[config.mk]
export PLATFORM = sky130hd
export DESIGN_NAME = fifo_frame_reader
export DESIGN_NICKNAME = d
export VERILOG_FILES = /design/src/rtl/fifo_frame_reader.sv
export SDC_FILE = /design/constraint.sdc
export NUM_CORES = 1
export LEC_CHECK = 0
export CORE_MARGIN = 2
export CORE_UTILIZATION = 54
export DETAILED_ROUTE_END_ITERATION = 6
export PLACE_DENSITY_LB_ADDON = 0.25
export SETUP_SLACK_MARGIN = 0.1
export SLEW_MARGIN = 20
export SYNTH_ARGS = -nofsm -noshare
export SYNTH_HDL_FRONTEND = slang
export SYNTH_SLANG_ARGS = --single-unit
[constraint.sdc]
create_clock -name clkb -period 2.4 [get_ports clkb]
set_clock_uncertainty 0.05 [all_clocks]
set_input_delay 0.48 -clock clkb [delete_from_list [all_inputs] [get_ports clkb]]
set_output_delay 0.48 -clock clkb [all_outputs]
set_load 0.02 [all_outputs]
[src/rtl/fifo_frame_reader.sv]
// fifo_frame_reader: pulls LEN / payload / CHK frames out of a one-cycle-latency
// FIFO read port. It streams the payload bytes downstream with sof/eof framing,
// checks the modulo-256 checksum, and discards illegal length headers.
`timescale 1ns/1ps

module fifo_frame_reader #(
  parameter int unsigned MAX_LEN = 16
) (
  input  logic       clkb,
  input  logic       reset_clkb,
  input  logic       empty,
  output logic       rd,
  input  logic [7:0] dout_clkb,
  output logic [7:0] byte_out,
  output logic       byte_valid,
  input  logic       byte_ready,
  output logic       sof,
  output logic       eof,
  output logic       frame_done,
  output logic       frame_err,
  output logic       len_err
);

  localparam int unsigned DataW = 8;
  localparam logic [DataW-1:0] MaxLenB = DataW'(MAX_LEN);

  typedef enum logic [1:0] {
    S_HDR = 2'd0,
    S_PAY = 2'd1,
    S_CHK = 2'd2
  } state_e;

  state_e             state_q;
  logic               pend_q;
  logic [DataW-1:0]   cnt_q;
  logic [DataW-1:0]   sum_q;
  logic               first_q;
  logic [DataW-1:0]   byte_q;
  logic               bv_q;
  logic               sof_q;
  logic               eof_q;
  logic               done_q;
  logic               ferr_q;
  logic               lerr_q;

  logic               accept_c;
  logic               out_room_c;
  logic               hdr_ok_c;
  logic               last_c;
  logic [DataW-1:0]   sum_d;
  logic [DataW-1:0]   cnt_d;

  // Downstream handshake and payload-side back-pressure qualifier for the FIFO read.
  always_comb begin
    accept_c   = bv_q & byte_ready;
    out_room_c = (state_q != S_PAY) | ~bv_q | byte_ready;
  end

  // Data-path helpers for the byte being captured this cycle.
  always_comb begin
    hdr_ok_c = (dout_clkb != '0) && (dout_clkb <= MaxLenB);
    last_c   = (cnt_q == DataW'(1));
    sum_d    = sum_q + dout_clkb;
    cnt_d    = cnt_q - DataW'(1);
  end

  // The read strobe must react to empty in the same cycle: the flag can rise
  // without any read from this side, so it cannot be pipelined. A read is also
  // held off while one is in flight or while the payload output is blocked.
  always_comb begin
    rd = ~reset_clkb & ~empty & ~pend_q & out_room_c;
  end

  // Frame parser. Bytes are consumed only in the cycle after a read, so a stale
  // dout_clkb never affects state and a read issued before reset is dropped.
  always_ff @(posedge clkb) begin
    if (reset_clkb) begin
      state_q <= S_HDR;
      pend_q  <= 1'b0;
      cnt_q   <= '0;
      sum_q   <= '0;
      first_q <= 1'b0;
      byte_q  <= '0;
      bv_q    <= 1'b0;
      sof_q   <= 1'b0;
      eof_q   <= 1'b0;
      done_q  <= 1'b0;
      ferr_q  <= 1'b0;
      lerr_q  <= 1'b0;
    end else begin
      pend_q <= rd;
      done_q <= 1'b0;
      lerr_q <= 1'b0;

      if (accept_c) begin
        bv_q  <= 1'b0;
        sof_q <= 1'b0;
        eof_q <= 1'b0;
      end

      if (pend_q) begin
        case (state_q)
          S_HDR: begin
            if (hdr_ok_c) begin
              cnt_q   <= dout_clkb;
              sum_q   <= '0;
              first_q <= 1'b1;
              state_q <= S_PAY;
            end else begin
              lerr_q  <= 1'b1;
            end
          end
          S_PAY: begin
            // Loading here overrides the acceptance clear above.
            byte_q  <= dout_clkb;
            bv_q    <= 1'b1;
            sof_q   <= first_q;
            eof_q   <= last_c;
            first_q <= 1'b0;
            sum_q   <= sum_d;
            cnt_q   <= cnt_d;
            if (last_c) begin
              state_q <= S_CHK;
            end
          end
          S_CHK: begin
            done_q  <= 1'b1;
            ferr_q  <= (dout_clkb != sum_q);
            state_q <= S_HDR;
          end
          default: begin
            state_q <= S_HDR;
          end
        endcase
      end
    end
  end

  // Registered outputs.
  always_comb begin
    byte_out   = byte_q;
    byte_valid = bv_q;
    sof        = sof_q;
    eof        = eof_q;
    frame_done = done_q;
    frame_err  = ferr_q;
    len_err    = lerr_q;
  end

endmodule

* Word level (Yosys, flattened, before mapping)
Index checks and enable logic that the tools add are counted.
Cells by class: order comparisons 1, bitwise gates (word level) 11, $add $sub $neg 2, reductions and logical operators 10, equality and inequality tests 7, mux-type cells 20
Operator list (number):
- $pmux 8 s2 | 2
- $mux 8 | 2
- $mux 1 | 12
- $add 8x8->8 | 1
- $eq 8x1->1 const B | 1
- $le 8x5->1 const B | 1
- $ne 8x8->1 | 1
- $reduce_bool 8->1 | 1
- $sub 8x1->8 const B | 1
- $reduce_and 3->1 | 2
- $not 1->1 | 5
- $and 1x1->1 | 4
- $mux 2 | 2
- $ne 2x2->1 const B | 2
- $pmux 2 s2 | 1
- $reduce_and 2->1 | 2
- $reduce_or 3->1 | 1
- $eq 2x1->1 const B | 1
- $eq 2x2->1 const B | 1
- $logic_not 2->1 | 1
- $ne 2x1->1 const B | 1
- $or 1x1->1 | 2
- $pmux 1 s2 | 1
- $reduce_bool 2->1 | 1
- 2 further kinds | 2
Storage, ports and cells: bits in registers 34, input port bits 12, logic and storage cells 63, output and inout bits 15

* Depth between registers and ports, before layout
Gate-level depths: netlist (run 1).
word-level depth 4, depth in mapped cells 7

* Worst setup path before layout (run 1)
No wires, ideal clock.
path kind input to register, start input dout_clkb[0], end register sum_q[6], cell stages on the path 7, arrival 1.989 ns, data required time 2.228 ns, slack 0.239 ns, path through ha_1 -> fa_1 -> a211oi_1 -> o21bai_1 -> a21oi_1 -> nor4_1 -> a311o_1
On the way: longest elaborated chain between the ends 4, elaborated cells on any way between the ends 7, classes of those cells 1 x add/sub; 1 x order compare; 1 x eq/ne; 1 x mux; 3 x reduce/logical
Ends and longest elaborated chain:
- start, declared | RTL line 13 | input logic [7:0] dout_clkb,
- $le 8x5->1 or $reduce_bool 8->1 (tied branches) | RTL line 61 | hdr_ok_c = (dout_clkb != '0) && (dout_clkb <= MaxLenB);
- $logic_and 1x1->1 | RTL line 61
- $ne 2x2->1 (no line)
- $reduce_and 3->1 (no line)
- end signal, assigned | RTL line 120 | sum_q <= sum_d;
- end, declared | RTL line 36 | logic [DataW-1:0] sum_q;
Parallel ways exist; a longest one is shown, timed or not. A chain may end at the register's enable or synchronous reset.

* Final worst setup path (run 1)
Same ends and word-level chain as after synthesis.

==> results.cfg, run 1 <==
[status]
outcome = completed

[synthesis]
synth-seq-area-share_pct = 35.42
synth.avg_cell_area_um2 = 8.504
synth_async_sr_flop_share_pct = 0
synth_seq_cells = 34
synthesis.area_mm2 = 0.001922
synth_edf_count = 0
yosysTopAreaCell = dfxtp_1
synth_top_area_share_pct = 35.42
synth_cells = 226
synth.distinct_cells = 51
ys_top_cells_by_area = dfxtp_1 (35%), a21oi_1 (8.1%), ha_1 (5.9%)
yosysWarnings = 0
synth_nets = 248
ys.flop_type = dfxtp_1

[timing]
maxSlewHeadroom_pct = 63.67
setup_tns_ps = 0
finalCriticalPeriod_ps = 2241
fin_crit_sh_pct = 93.37
fin_hold_ws_ps = 408.1
grt_setup_unrepaired = yes
hold_viol_final = 0
fmax_ghz = 0.4462
setup_viol_count_final = 0
tightest_slew_ps = 545.0
slew_viol_final = 0

[hold_path]
min_to = byte_out[3]$_SDFFE_PP0P_
whs_path_depth = 2
hold_path.startpoint = byte_out[3]$_SDFFE_PP0P_
min_path_type = reg2reg

[global_route]
grt_pass1_vias = 1871
antenna_found_initial = 0
grt_overflow_total = 0
grt_max_degree = 33
grt_pass1_wl_mm = 8.714
track_usage_pct = 27.66

[placement]
placed_cells = 313
hpwl_mm = 3.670
place.gp.congestion = 0.9920
io_buffers = 26

[die]
rows = 21
io_pins = 27
dieArea_mm2 = 0.004052
die_y_um = 63.66
start_util_pct = 56.70
die_w_um = 63.66
core_area_mm2 = 0.003390

[worst_setup_path]
r2r_start = sum_q[0]$_SDFFE_PP0P_
worst-endpoint-required_ps = 2580
critical_path_class = in2reg
cp_slowest_stage_delay_ps = 450
slowest_stage = clkdlybuf4s50_1
crit_family = compound AO/OA/AOI/OAI gates
r2r_cells = 7
path_buf_inv = 1
reg2reg_slack_ps = 470
cp.arrival_ps = 2420
worstReg2RegEnd = sum_q[6]$_SDFFE_PP0P_
path_max_fanout = 2
worstPathCellList = clkdlybuf4s50_1 -> ha_2 -> fa_2 -> a211oi_2 -> o21bai_1 -> a21oi_2 -> nor4_1 -> a311o_1
critPathLaunchType = input port
endpoint_kind = register

[final_layout]
drive_above_1_share_pct = 17.52
layout_commonest_cell = dfxtp_1
diodes = 0
syn2layout_area_growth_pct = 27.86
nNetsFinal = 296
fin_cells = 320
layout_common_cells = dfxtp_1 (34), a21oi_1 (30), buf_4 (27), nand2_1 (25), clkdlybuf4s50_1 (25)
nFillCells = 263

[power]
p_total_mw = 1.160
cellLeakagePower_nw = 0.9356
vdd_drop_max_mv = 0.3580
power.density_mw_per_mm2 = 472.2

[cts]
h-tree-depth = 2
worstSkewPairLatency_ps = 350
root_buffer = clkbuf_4
cts_sinks = 34
cts_buffers = 5
cts_tree = built
path_clk_slew_ps = 100
clockBufferDepth = 2

[route]
viasPerCell = 6.100
drtIter0Drc = 182
num_vias = 1952
wl_per_cell_um = 16.10
drcViolationCount = 0
met2WireLength_mm = 2.437
antenna_left = 0
dr_wl_met3_um = 333
top_layer = met4
wl_met1_mm = 2.222
drt_first_pass_iters = 4
wirelength_mm = 5.151

[flow_run]
maxCapViolCount = 0
-- stage by stage --
step / cell area (um2) / worst slack [ps] / util (%)
after floorplan: 1922 / 238.9 / -
after global placement: 2345 / -274.8 / 69.18
after detailed placement: 2345 / -398.6 / 69.18
after CTS: 2436 / 153.8 / 71.87
after global routing: 2457 / 67.17 / 72.50
final: 2457 / 159.0 / 72.50
-- how the worst max path moves through the flow --
stage	startpoint	to	slack [ps]	cells past startpoint
floorplan	dout_clkb[0]	sum_q[6]$_SDFFE_PP0P_	240	7
detailed placement	dout_clkb[0]	sum_q[6]$_SDFFE_PP0P_	-400	8
global route	dout_clkb[0]	sum_q[6]$_SDFFE_PP0P_	70	8
global placement	dout_clkb[0]	sum_q[6]$_SDFFE_PP0P_	-270	8
CTS	dout_clkb[0]	sum_q[6]$_SDFFE_PP0P_	150	8
finish	dout_clkb[0]	sum_q[6]$_SDFFE_PP0P_	160	8
-- where the power goes --
part           total [mW]  switching, mW  internal (mW)
sequential          0.575        0.00624          0.569
clock               0.440          0.198          0.242
combinational       0.145         0.0807         0.0646
total                1.16          0.285          0.876
-- state kept, by name, indices dropped and copies added, names as in the netlist, 2 cells and up --
name      flops
byte_out      8
cnt_q         8
state_q       2
sum_q         8
-- worst register-to-register path: stages (launching register included) --
cell	delay, ps
dfxtp_1	330
ha_2	180
fa_2	350
a211oi_2	230
o21bai_1	130
a21oi_2	160
nor4_1	70
a311o_1	330
-- routing by layer --
layer / GRT usage, % / vias up
li1: - / 939
met1: 35.35 / 928
met2: 45.00 / 66
met3: 6.250 / 19
met4: 11.14 / 0
met5: 0 / -
-- what timing repair did --
item | CTS | global route
setup buffers | 0 | 0
setup endpoints to repair | 2 | 9
endpoints found under the hold margin | 0 | 0
hold buffers | 0 | 0
resized for setup | 4 | 4
pin swaps | 2 | 0
-- cell type report --
class	count	area (um2)	share of cell area (%)
timing repair buffer	53	461.7	18.79
sequential	34	680.7	27.70
clock inverter	1	30.03	1.222
multi-input combinational	174	1154	46.95
tap	46	57.56	2.342
clock buffer	6	51.30	2.088
inverter	6	22.52	0.9165
-- cells by family after synthesis --
group | after synthesis | share of synthesized area [%]
and+or+nand+nor | 83 | 23.83
AOI/OAI and AO/OA | 77 | 25.78
DFF | 34 | 35.42
buffers and inverters | 18 | 6.250
adders and majority gates | 10 | 6.901
xor gates and xnor gates | 4 | 1.823
-- Yosys cell counts, types with 3 or more instances --
library cell   n
a21oi_1       31
xnor2_1        3
nand3_1        6
nor3_1         8
nor2_1         8
o21ai_1        4
inv_1          6
and2_1         4
clkbuf_1       3
a311o_1        3
buf_2          3
and4_1         3
clkbuf_8       3
o21ai_0        9
a211oi_1       4
dfxtp_1       34
o211ai_1       4
nand2b_1       6
nor4_1         8
ha_1           9
nand2_1       25
nand4_1        4
Power figures use the tool's default switching activity.
==> inputs of run 2 (changes only) <==
--- a/config.mk
+++ b/config.mk
@@ -6,7 +6,7 @@
 export NUM_CORES = 1
 export LEC_CHECK = 0
 export CORE_MARGIN = 2
-export CORE_UTILIZATION = 54
+export CORE_UTILIZATION = 49
 export DETAILED_ROUTE_END_ITERATION = 6
 export PLACE_DENSITY_LB_ADDON = 0.25
 export SETUP_SLACK_MARGIN = 0.1
==> constraint.sdc (replaced) <==
create_clock -name clkb -period 2 [get_ports clkb]
set_clock_uncertainty 0.05 [all_clocks]
set_input_delay 0.4 -clock clkb [delete_from_list [all_inputs] [get_ports clkb]]
set_output_delay 0.4 -clock clkb [all_outputs]
set_load 0.02 [all_outputs]
==> run 2 against run 1 <==
  * Sequential power is 20% higher
  * Count of clock-buffer cells in the layout is 1 higher
  * Global-route usage is 0.99 points lower
  * Via count is 1.9% higher
  * Critical endpoint unchanged
  * Die area is 9.5% higher
  * Largest cell class unchanged
  * Register-to-register slack worse by 340 ps
  * Power is 22% higher
  * First-iteration DRC count is 11% lower
  * Setup slack worse by 30 ps
  * Flip-flop and latch count stayed put
  * Wire length is 3.8% higher
==> results.cfg, run 2 (synthesis gave the netlist of run 1 again) <==
[status]
outcome = completed

[cts]
cts_sinks = 34
cts_tree = built
cts_buffers = 5
worstSkewPairLatency_ps = 290
path_clk_slew_ps = 70
clockBufferDepth = 2
root_buffer = clkbuf_8
h-tree-depth = 2

[placement]
io_buffers = 26
place.gp.congestion = 0.8621
post_dp_cell_area_mm2 = 0.002420
hpwl_mm = 3.840
placed_cells = 322
place_ws_ps = -495.9

[die]
dieArea_mm2 = 0.004439
io_pins = 27
die_w_um = 66.63
start_util_pct = 51.72
die_y_um = 66.63
core_area_mm2 = 0.003716
rows = 22

[route]
wl_per_cell_um = 16.16
drtIter0Drc = 162
num_vias = 1990
antenna_left = 0
drcViolationCount = 0
wirelength_mm = 5.348
viasPerCell = 6.012
drt_first_pass_iters = 4

[power]
power.density_mw_per_mm2 = 546.9
vdd_drop_max_mv = 0.3875
p_total_mw = 1.418
cellLeakagePower_nw = 0.9956

[final_layout]
fin_cells = 331
syn2layout_area_growth_pct = 34.96
stdcell_area_mm2 = 0.002594
drive_above_1_share_pct = 23.32
layout_common_cells = dfxtp_1 (34), buf_4 (34), a21oi_1 (28), nand2_1 (25), clkdlybuf4s50_1 (19)
nNetsFinal = 304
post-route-util_pct = 69.80
diodes = 0

[timing]
timing.final.ws_setup_ps = 129.1
finalCriticalPeriod_ps = 1871
fin_hold_ws_ps = 404.0
setup_tns_ps = 0
maxSlewHeadroom_pct = 63.97
fmax_ghz = 0.5345
grt_setup_unrepaired = yes
setup_viol_count_final = 0
tightest_slew_ps = 540.5
hold_viol_final = 0
slew_viol_final = 0
fin_crit_sh_pct = 93.54

[worst_setup_path]
worst-endpoint-required_ps = 2130
cp.arrival_ps = 2000
endpoint_kind = register
cp_slowest_stage_delay_ps = 360
slowest_stage = fa_2
path_buf_inv = 0
path_max_fanout = 2
worstPathCellList = ha_4 -> fa_2 -> a211oi_2 -> o21bai_1 -> a21oi_2 -> nor4_1 -> a311o_1
critPathLaunchType = register
critical_path_class = reg2reg
crit_family = compound AO/OA/AOI/OAI gates

[global_route]
grt_max_degree = 33
track_usage_pct = 26.66
antenna_found_initial = 0
grt_overflow_total = 0
grt_pass1_wl_mm = 9.004
grt_pass1_vias = 1920

[hold_path]
min_path_type = reg2reg

[flow_run]
maxCapViolCount = 0
run 2: report_power, final:
part,switching (mW),leakage (nW),total [mW],internal [mW]
logic,0.106,0.673,0.193,0.0876
registers,0.00556,0.274,0.688,0.682
clock network,0.259,0.0482,0.537,0.278
total,0.371,0.996,1.42,1.05
run 2: final cells by class:
class / count / area (um2)
Sequential cell: 34 / 680.7
Clock inverter: 1 / 5.005
Inverter: 6 / 22.52
Timing Repair Buffer: 61 / 516.7
Multi-Input combinational cell: 174 / 1222
Tap cell: 48 / 60.06
Fill cell: 299 / 1122
Clock buffer: 7 / 86.33
run 2: tightest hold or removal path, stage by stage, from the launching register on:
cell and delay [ps]:
dfxtp_1 310, nand2_1 50, a21oi_1 50
run 2: final timing paths:
check,from,endpoint,slack (ps),cells past startpoint
hold / removal,byte_out[5]$_SDFFE_PP0P_,byte_out[5]$_SDFFE_PP0P_,400,2
setup reg to reg,sum_q[0]$_SDFFE_PP0P_,sum_q[6]$_SDFFE_PP0P_,130,7
setup / recovery,sum_q[0]$_SDFFE_PP0P_,sum_q[6]$_SDFFE_PP0P_,130,7
hold reg to reg,byte_out[5]$_SDFFE_PP0P_,byte_out[5]$_SDFFE_PP0P_,400,2
run 2: timing repair:
item | CTS | global route
setup endpoints to repair | 21 | 13
pin swaps | 5 | 3
hold buffers | 0 | 0
gates resized for setup | 20 | 9
buffers inserted | 1 | 0
run 2: layer usage:
| metal | vias to the layer above | wire (um) | global-route usage (%) |
|---|---|---|---|
| li1 | 959 | - | - |
| met1 | 960 | 2358 | 34.80 |
| met2 | 60 | 2606 | 44.25 |
| met3 | 11 | 289 | 4.730 |
| met4 | 0 | 93 | 8.929 |
| met5 | - | 0 | 0 |
==> inputs of run 3 (changes only) <==
--- a/config.mk
+++ b/config.mk
@@ -10,7 +10,6 @@
 export DETAILED_ROUTE_END_ITERATION = 6
 export PLACE_DENSITY_LB_ADDON = 0.25
 export SETUP_SLACK_MARGIN = 0.1
-export SLEW_MARGIN = 20
 export SYNTH_ARGS = -nofsm -noshare
 export SYNTH_HDL_FRONTEND = slang
 export SYNTH_SLANG_ARGS = --single-unit
==> results of run 3 <==
No change in the layout: final DEF, timing and power equal those of run 2.
